File: config.mk
export PLATFORM = sky130hd
export DESIGN_NAME = stack_queue_buffer
export DESIGN_NICKNAME = d
export VERILOG_FILES = /design/src/rtl/stack_queue_pkg.sv /design/src/rtl/sq_ram.sv /design/src/rtl/stack_queue_buffer.sv
export SDC_FILE = /design/constraint.sdc
export NUM_CORES = 2
export LEC_CHECK = 0
export BUFFER_PORTS_ARGS = -buffer_cell sky130_fd_sc_hd__buf_2
export CAP_MARGIN = 20
export CORE_MARGIN = 2
export CORE_UTILIZATION = 25
export CTS_CLUSTER_SIZE = 10
export DETAILED_ROUTE_END_ITERATION = 8
export PLACE_DENSITY = 0.41
export SYNTH_ARGS = -nofsm -noshare
export SYNTH_HDL_FRONTEND = slang
export SYNTH_HIERARCHICAL = 1
export SYNTH_SLANG_ARGS = --single-unit
File: constraint.sdc
create_clock -name clk -period 12.79 [get_ports clk]
set_clock_uncertainty 0.05 [all_clocks]
set_input_delay 0 -clock clk [delete_from_list [all_inputs] [get_ports clk]]
set_output_delay 0 -clock clk [all_outputs]
set_load 0.1 [all_outputs]
File: src/rtl/stack_queue_pkg.sv
// Shared constants and address helper for the stack/queue buffer.
// Pure definitions; no state, no latency, no flow control.
package stack_queue_pkg;

  localparam logic SQ_STACK = 1'b0;
  localparam logic SQ_QUEUE = 1'b1;

  // Wrapped peek slot: stack counts down from the newest entry, queue counts up from the oldest.
  function automatic logic [31:0] peekAddr(
    input logic [31:0] head,
    input logic [31:0] base,
    input logic [31:0] idx,
    input logic        mode,
    input logic [31:0] mask
  );
    if (mode == SQ_STACK) return (head - 32'd1 - idx) & mask;
    return (base + idx) & mask;
  endfunction

endpackage

File: src/rtl/sq_ram.sv
// DEPTH x DATA_W storage with one synchronous write port and three asynchronous read ports.
// Latency: write visible one cycle after the edge, reads are combinational; no backpressure.
module sq_ram #(
  parameter int DATA_W = 32,
  parameter int DEPTH  = 32,
  parameter int ADDR_W = $clog2(DEPTH)
) (
  input  logic              clk,
  input  logic              wrEn,
  input  logic [ADDR_W-1:0] wrAddr,
  input  logic [DATA_W-1:0] wrData,
  input  logic [ADDR_W-1:0] rdAddrA,
  output logic [DATA_W-1:0] rdDataA,
  input  logic [ADDR_W-1:0] rdAddrB,
  output logic [DATA_W-1:0] rdDataB,
  input  logic [ADDR_W-1:0] rdAddrC,
  output logic [DATA_W-1:0] rdDataC
);

  logic [DATA_W-1:0] mem [DEPTH];

  always_ff @(posedge clk) begin
    if (wrEn) mem[wrAddr] <= wrData;
  end

  assign rdDataA = mem[rdAddrA];
  assign rdDataB = mem[rdAddrB];
  assign rdDataC = mem[rdAddrC];

endmodule

File: src/rtl/stack_queue_buffer.sv
// Circular LIFO/FIFO operand store with peek, flush and sticky over/underflow flags; STACK_QUEUE_WATERMARK_EN adds almost_full/almost_empty.
// Latency: outputs combinational from registered state (push visible next cycle); refused push/pop only raise a flag.
module stack_queue_buffer
  import stack_queue_pkg::*;
#(
  parameter int DATA_W = 32,
  parameter int DEPTH  = 32,
  parameter int ADDR_W = $clog2(DEPTH)
`ifdef STACK_QUEUE_WATERMARK_EN
  ,
  parameter int AF_LEVEL = DEPTH - 2,
  parameter int AE_LEVEL = 2
`endif
) (
  input  logic              clk,
  input  logic              rst,
  input  logic              mode,
  input  logic              push,
  input  logic              pop,
  input  logic              flush,
  input  logic              err_clr,
  input  logic [DATA_W-1:0] data_in,
  input  logic [ADDR_W-1:0] peek_idx,
  output logic [DATA_W-1:0] stack_out,
  output logic [DATA_W-1:0] queue_out,
  output logic [DATA_W-1:0] peek_out,
  output logic [ADDR_W:0]   count,
  output logic              empty,
  output logic              full,
  output logic              ovf_err,
  output logic              unf_err
`ifdef STACK_QUEUE_WATERMARK_EN
  ,
  output logic              almost_full,
  output logic              almost_empty
`endif
);

  localparam logic [ADDR_W-1:0] PTR_ONE  = ADDR_W'(1);
  localparam logic [ADDR_W:0]   CNT_ONE  = (ADDR_W+1)'(1);
  localparam logic [ADDR_W:0]   CNT_FULL = (ADDR_W+1)'(DEPTH);

  logic [ADDR_W-1:0] head, base, headNext, baseNext, wrAddr, topAddr, peekAddrQ;
  logic [ADDR_W:0]   countNext;
  logic              wrEn, ovfSet, unfSet;
  logic [31:0]       peekWide;
  logic              unusedPeekBits;
  logic [DATA_W-1:0] topData, baseData, peekData;

  assign empty = (count == '0);
  assign full  = (count == CNT_FULL);

  always_comb begin
    headNext  = head;
    baseNext  = base;
    countNext = count;
    wrEn      = 1'b0;
    wrAddr    = head;
    ovfSet    = 1'b0;
    unfSet    = 1'b0;
    if (flush) begin
      headNext  = '0;
      baseNext  = '0;
      countNext = '0;
    end else if (push && pop) begin
      wrEn = 1'b1;
      if (empty) begin
        headNext  = head + PTR_ONE;
        countNext = count + CNT_ONE;
        unfSet    = 1'b1;
      end else if (mode == SQ_QUEUE) begin
        headNext = head + PTR_ONE;
        baseNext = base + PTR_ONE;
      end else begin
        // Stack replace-top: overwrite the newest slot in place.
        wrAddr = head - PTR_ONE;
      end
    end else if (push) begin
      if (full) begin
        ovfSet = 1'b1;
      end else begin
        wrEn      = 1'b1;
        headNext  = head + PTR_ONE;
        countNext = count + CNT_ONE;
      end
    end else if (pop) begin
      if (empty) begin
        unfSet = 1'b1;
      end else begin
        countNext = count - CNT_ONE;
        if (mode == SQ_QUEUE) baseNext = base + PTR_ONE;
        else                  headNext = head - PTR_ONE;
      end
    end
  end

  always_ff @(posedge clk) begin
    if (rst) begin
      head    <= '0;
      base    <= '0;
      count   <= '0;
      ovf_err <= 1'b0;
      unf_err <= 1'b0;
    end else begin
      head    <= headNext;
      base    <= baseNext;
      count   <= countNext;
      ovf_err <= ovfSet | (ovf_err & ~err_clr);
      unf_err <= unfSet | (unf_err & ~err_clr);
    end
  end

`ifdef STACK_QUEUE_WATERMARK_EN
  localparam logic [ADDR_W:0] AF_CNT = (ADDR_W+1)'(AF_LEVEL);
  localparam logic [ADDR_W:0] AE_CNT = (ADDR_W+1)'(AE_LEVEL);

  always_ff @(posedge clk) begin
    if (rst) begin
      almost_full  <= 1'b0;
      almost_empty <= 1'b1;
    end else begin
      almost_full  <= (countNext >= AF_CNT);
      almost_empty <= (countNext <= AE_CNT);
    end
  end
`endif

  assign topAddr        = head - PTR_ONE;
  assign peekWide       = peekAddr(32'(head), 32'(base), 32'(peek_idx), mode, 32'(DEPTH - 1));
  assign peekAddrQ      = peekWide[ADDR_W-1:0];
  assign unusedPeekBits = ^peekWide[31:ADDR_W];

  sq_ram #(
    .DATA_W (DATA_W),
    .DEPTH  (DEPTH),
    .ADDR_W (ADDR_W)
  ) uRam (
    .clk     (clk),
    .wrEn    (wrEn & ~rst),
    .wrAddr  (wrAddr),
    .wrData  (data_in),
    .rdAddrA (topAddr),
    .rdDataA (topData),
    .rdAddrB (base),
    .rdDataB (baseData),
    .rdAddrC (peekAddrQ),
    .rdDataC (peekData)
  );

  // Memory is never reset, so every read is gated by occupancy.
  assign stack_out = empty ? '0 : topData;
  assign queue_out = empty ? '0 : baseData;
  assign peek_out  = ({1'b0, peek_idx} < count) ? peekData : '0;

endmodule

==> run summary <==
Routed Wire Length - 262,000 um
Outcome - finished clean
Share of cells above drive strength 1 - 9.70%
Critical Path Fanout Max - 102
Routed vias - 44.3k
Antenna viol nets, final - 0
Largest net degree at the start of global routing - 118
HP Class - input pin to flip-flop
Reg clk slew, reported paths - 60 ps
Nets - 4,951
Post-synthesis sequential area ratio - 51.8%
CTS root buffer - clkbuf_16
Die W - 494 um
CP Data Required Time - 12,740 ps
Sinks on Clock Net - 1,042
CP Cell Sequence - inv_1, fa_1, o21ai_4, buf_4, buf_12, mux2i_1, a22o_1, nor3_1, a31oi_1, nand3_1, a21boi_0, buf_2
Vias in the first global route - 44.2k
Worst Tran Pin Value - 1220 ps
DRC viols - 0
Post-CTS resize count - 0
Post-synth EDFFs - 1,024
Synth async-reset ratio - 0%
Drt first pass iters - 5
Final WS setup - 6450 ps
Endpoint class of the critical path - output port
Cell accounting for the most synthesized area - edfxtp_1
Final Cycle Share - 49.6%
Synth warnings - 6
Chip height - 494 um
Max-cap violations - 0
Slowest stage delay, CP - 770 ps
Syn avg cell area - 12.4 um^2
Lkg Pwr - 24.6 nW
Inst Count DP - 7,873
Largest cells by area after synthesis - edfxtp_1, mux2i_1, a22oi_1
Final-layout fill cell count - 24.4k
Yosys top cell area share - 51.2%
Clock Tree Buf Depth - 3
Util after Layout - 28.6%
Slew Viols, Final - 0
RSZ-0062 raised after global routing - false
Total core area - 238,000 um^2
Crit path DAT - 6290 ps
Mapped Area - 60,000 um^2
Hold_ws - 119 ps
Synthesis-to-finish area growth - 13.5%
Worst Setup Start Kind - flip-flop
Cells after Synth - 4,860
Worst slew margin - 18.6%
Critical path class - flip-flop to output port
Placer congestion estimate - 0.774
Crit path time final - 6340 ps
DP HPWL - 138,000 um
Netlist cell types - 51
Die area - 244,000 um^2
Final setup vio count - 0
GRT overflow - 0
Highest clock rate - 158 MHz
Final hold vios - 0
Ports - 150
Antenna violations before repair - 20
Syn_nets - 4,923
Final non-filler cell total - 8,151
H-tree Lvls - 4
CTS tree - done
Synth Register Bits - 1,042
DRT iter0 DRCs - 4,166
Slowest cell on crit path - dfxtp_4
Drt wl/cell - 32.1 um
Global-route wire length before repair - 359,000 um
CTS buffer count - 137
Most common cell after layout, fill and taps aside - mux2i_1
Pre-CTS setup slack - 7260 ps
GR Util All Layers - 20.8%
Port Buffer Count - 149
Commonest non-fill, non-tap cells in the layout - mux2i_1, edfxtp_1, nand2_1
Setup_tns - 0 ps
Vias per std cell - 5.44
Clock latency on the worst-skew pair - 790 ps
Initial Util - 25.2%
Synth Flop Type - edfxtp_1
Power per cell area - 151 nW/um^2
Cell Rows - 179
VDD IR max - 0.143 mV
==> kinds of logic (layout without fill, tap and decap cells) <==
group / after synthesis / count (layout) / synth area share (%)
muxes: 1541 / 1541 / 25.7
DFF: 1042 / 1042 / 51.8
AOI/OAI and AO/OA: 939 / 939 / 10.7
and+or+nand+nor: 875 / 875 / 6.85
buffers and inverters: 420 / 540 / 4.16
xor gates and xnor gates: 24 / 24 / 0.350
adders and majority gates: 19 / 19 / 0.421
other: 0 / 4 / 0
==> final timing paths <==
kind	cells past startpoint	endpoint	slack, ps	start
max	12	peek_out[28]	6450	base[1]$_SDFFE_PP0P_
min	4	unf_err$_SDFF_PP0_	120	err_clr
max reg2reg	10	uRam/mem[13][4]$_DFFE_PP_	7340	count[1]$_SDFFE_PP0P_
min reg2reg	1	unf_err$_SDFF_PP0_	500	unf_err$_SDFF_PP0_
==> Yosys cell counts, types with 33 or more instances <==
cell type	number
a21boi_0	33
a21oi_1	300
a22o_1	192
a22oi_1	291
a31oi_1	98
buf_2	118
buf_4	76
buf_6	62
clkbuf_1	126
edfxtp_1	1024
mux2i_1	1538
nand2_1	305
nand3_1	295
nor2_1	58
nor2b_1	75
nor3_1	102
==> stage by stage <==
stage | area [um^2] | power (mW)
final | 68100 | 10.3
after global routing | 68100 | 10.6
after CTS | 68100 | 10.4
after detailed placement | 63700 | 6.75
after global placement | 63700 | 6.75
after floorplan | 60000 | 5.85
==> critical path, delay by kind of cell (launching register included) <==
| family | cells | cell delay [ps] |
|---|---|---|
| AOI/OAI and AO/OA | 4 | 1430 |
| DFF | 1 | 770 |
| and+or+nand+nor | 2 | 300 |
| buffers and inverters | 4 | 1800 |
| muxes | 1 | 270 |
| adders and majority gates | 1 | 520 |
==> power by group <==
part           internal (mW)  switching [mW]  total (mW)
clock network           2.07            1.54        3.61
registers               3.77          0.0139        3.78
logic                  0.769            2.14        2.91
==> repair_timing <==
item / 4_1_cts / 5_1_grt
hold buffers: 43 / 0
setup buffers: 0 / 0
endpoints found under the hold margin: 1042 / 0
==> layout make-up <==
class                           count  area, um^2  share of cell area (%)
Antenna cell                        4        10.0                  0.0147
Clock buffer                      181        3680                    5.40
Clock inverter                     50         357                   0.523
Inverter                           18        75.1                   0.110
Multi-Input combinational cell   3398       26800                    39.4
Sequential cell                  1042       31100                    45.7
Tap cell                         3167        3960                    5.82
Timing Repair Buffer              291        2090                    3.07
==> layer usage <==
layer / vias to the layer above / share of wire, % / global-route usage, %
met5: - / 0.0061 / 0
met4: 2 / 3.1 / 6.66
met3: 387 / 5.2 / 3.18
met2: 1539 / 47 / 34.3
met1: 23400 / 44 / 27.8
li1: 19000 / - / -
==> flip-flops by register name, indices dropped and copies added, names as in the netlist <==
| name | cells |
|---|---|
| ovf_err | 1 |
| uRam/mem | 1024 |
| unf_err | 1 |
| head | 5 |
| count | 6 |
| base | 5 |
No activity file was read; power rests on OpenSTA's default activity.
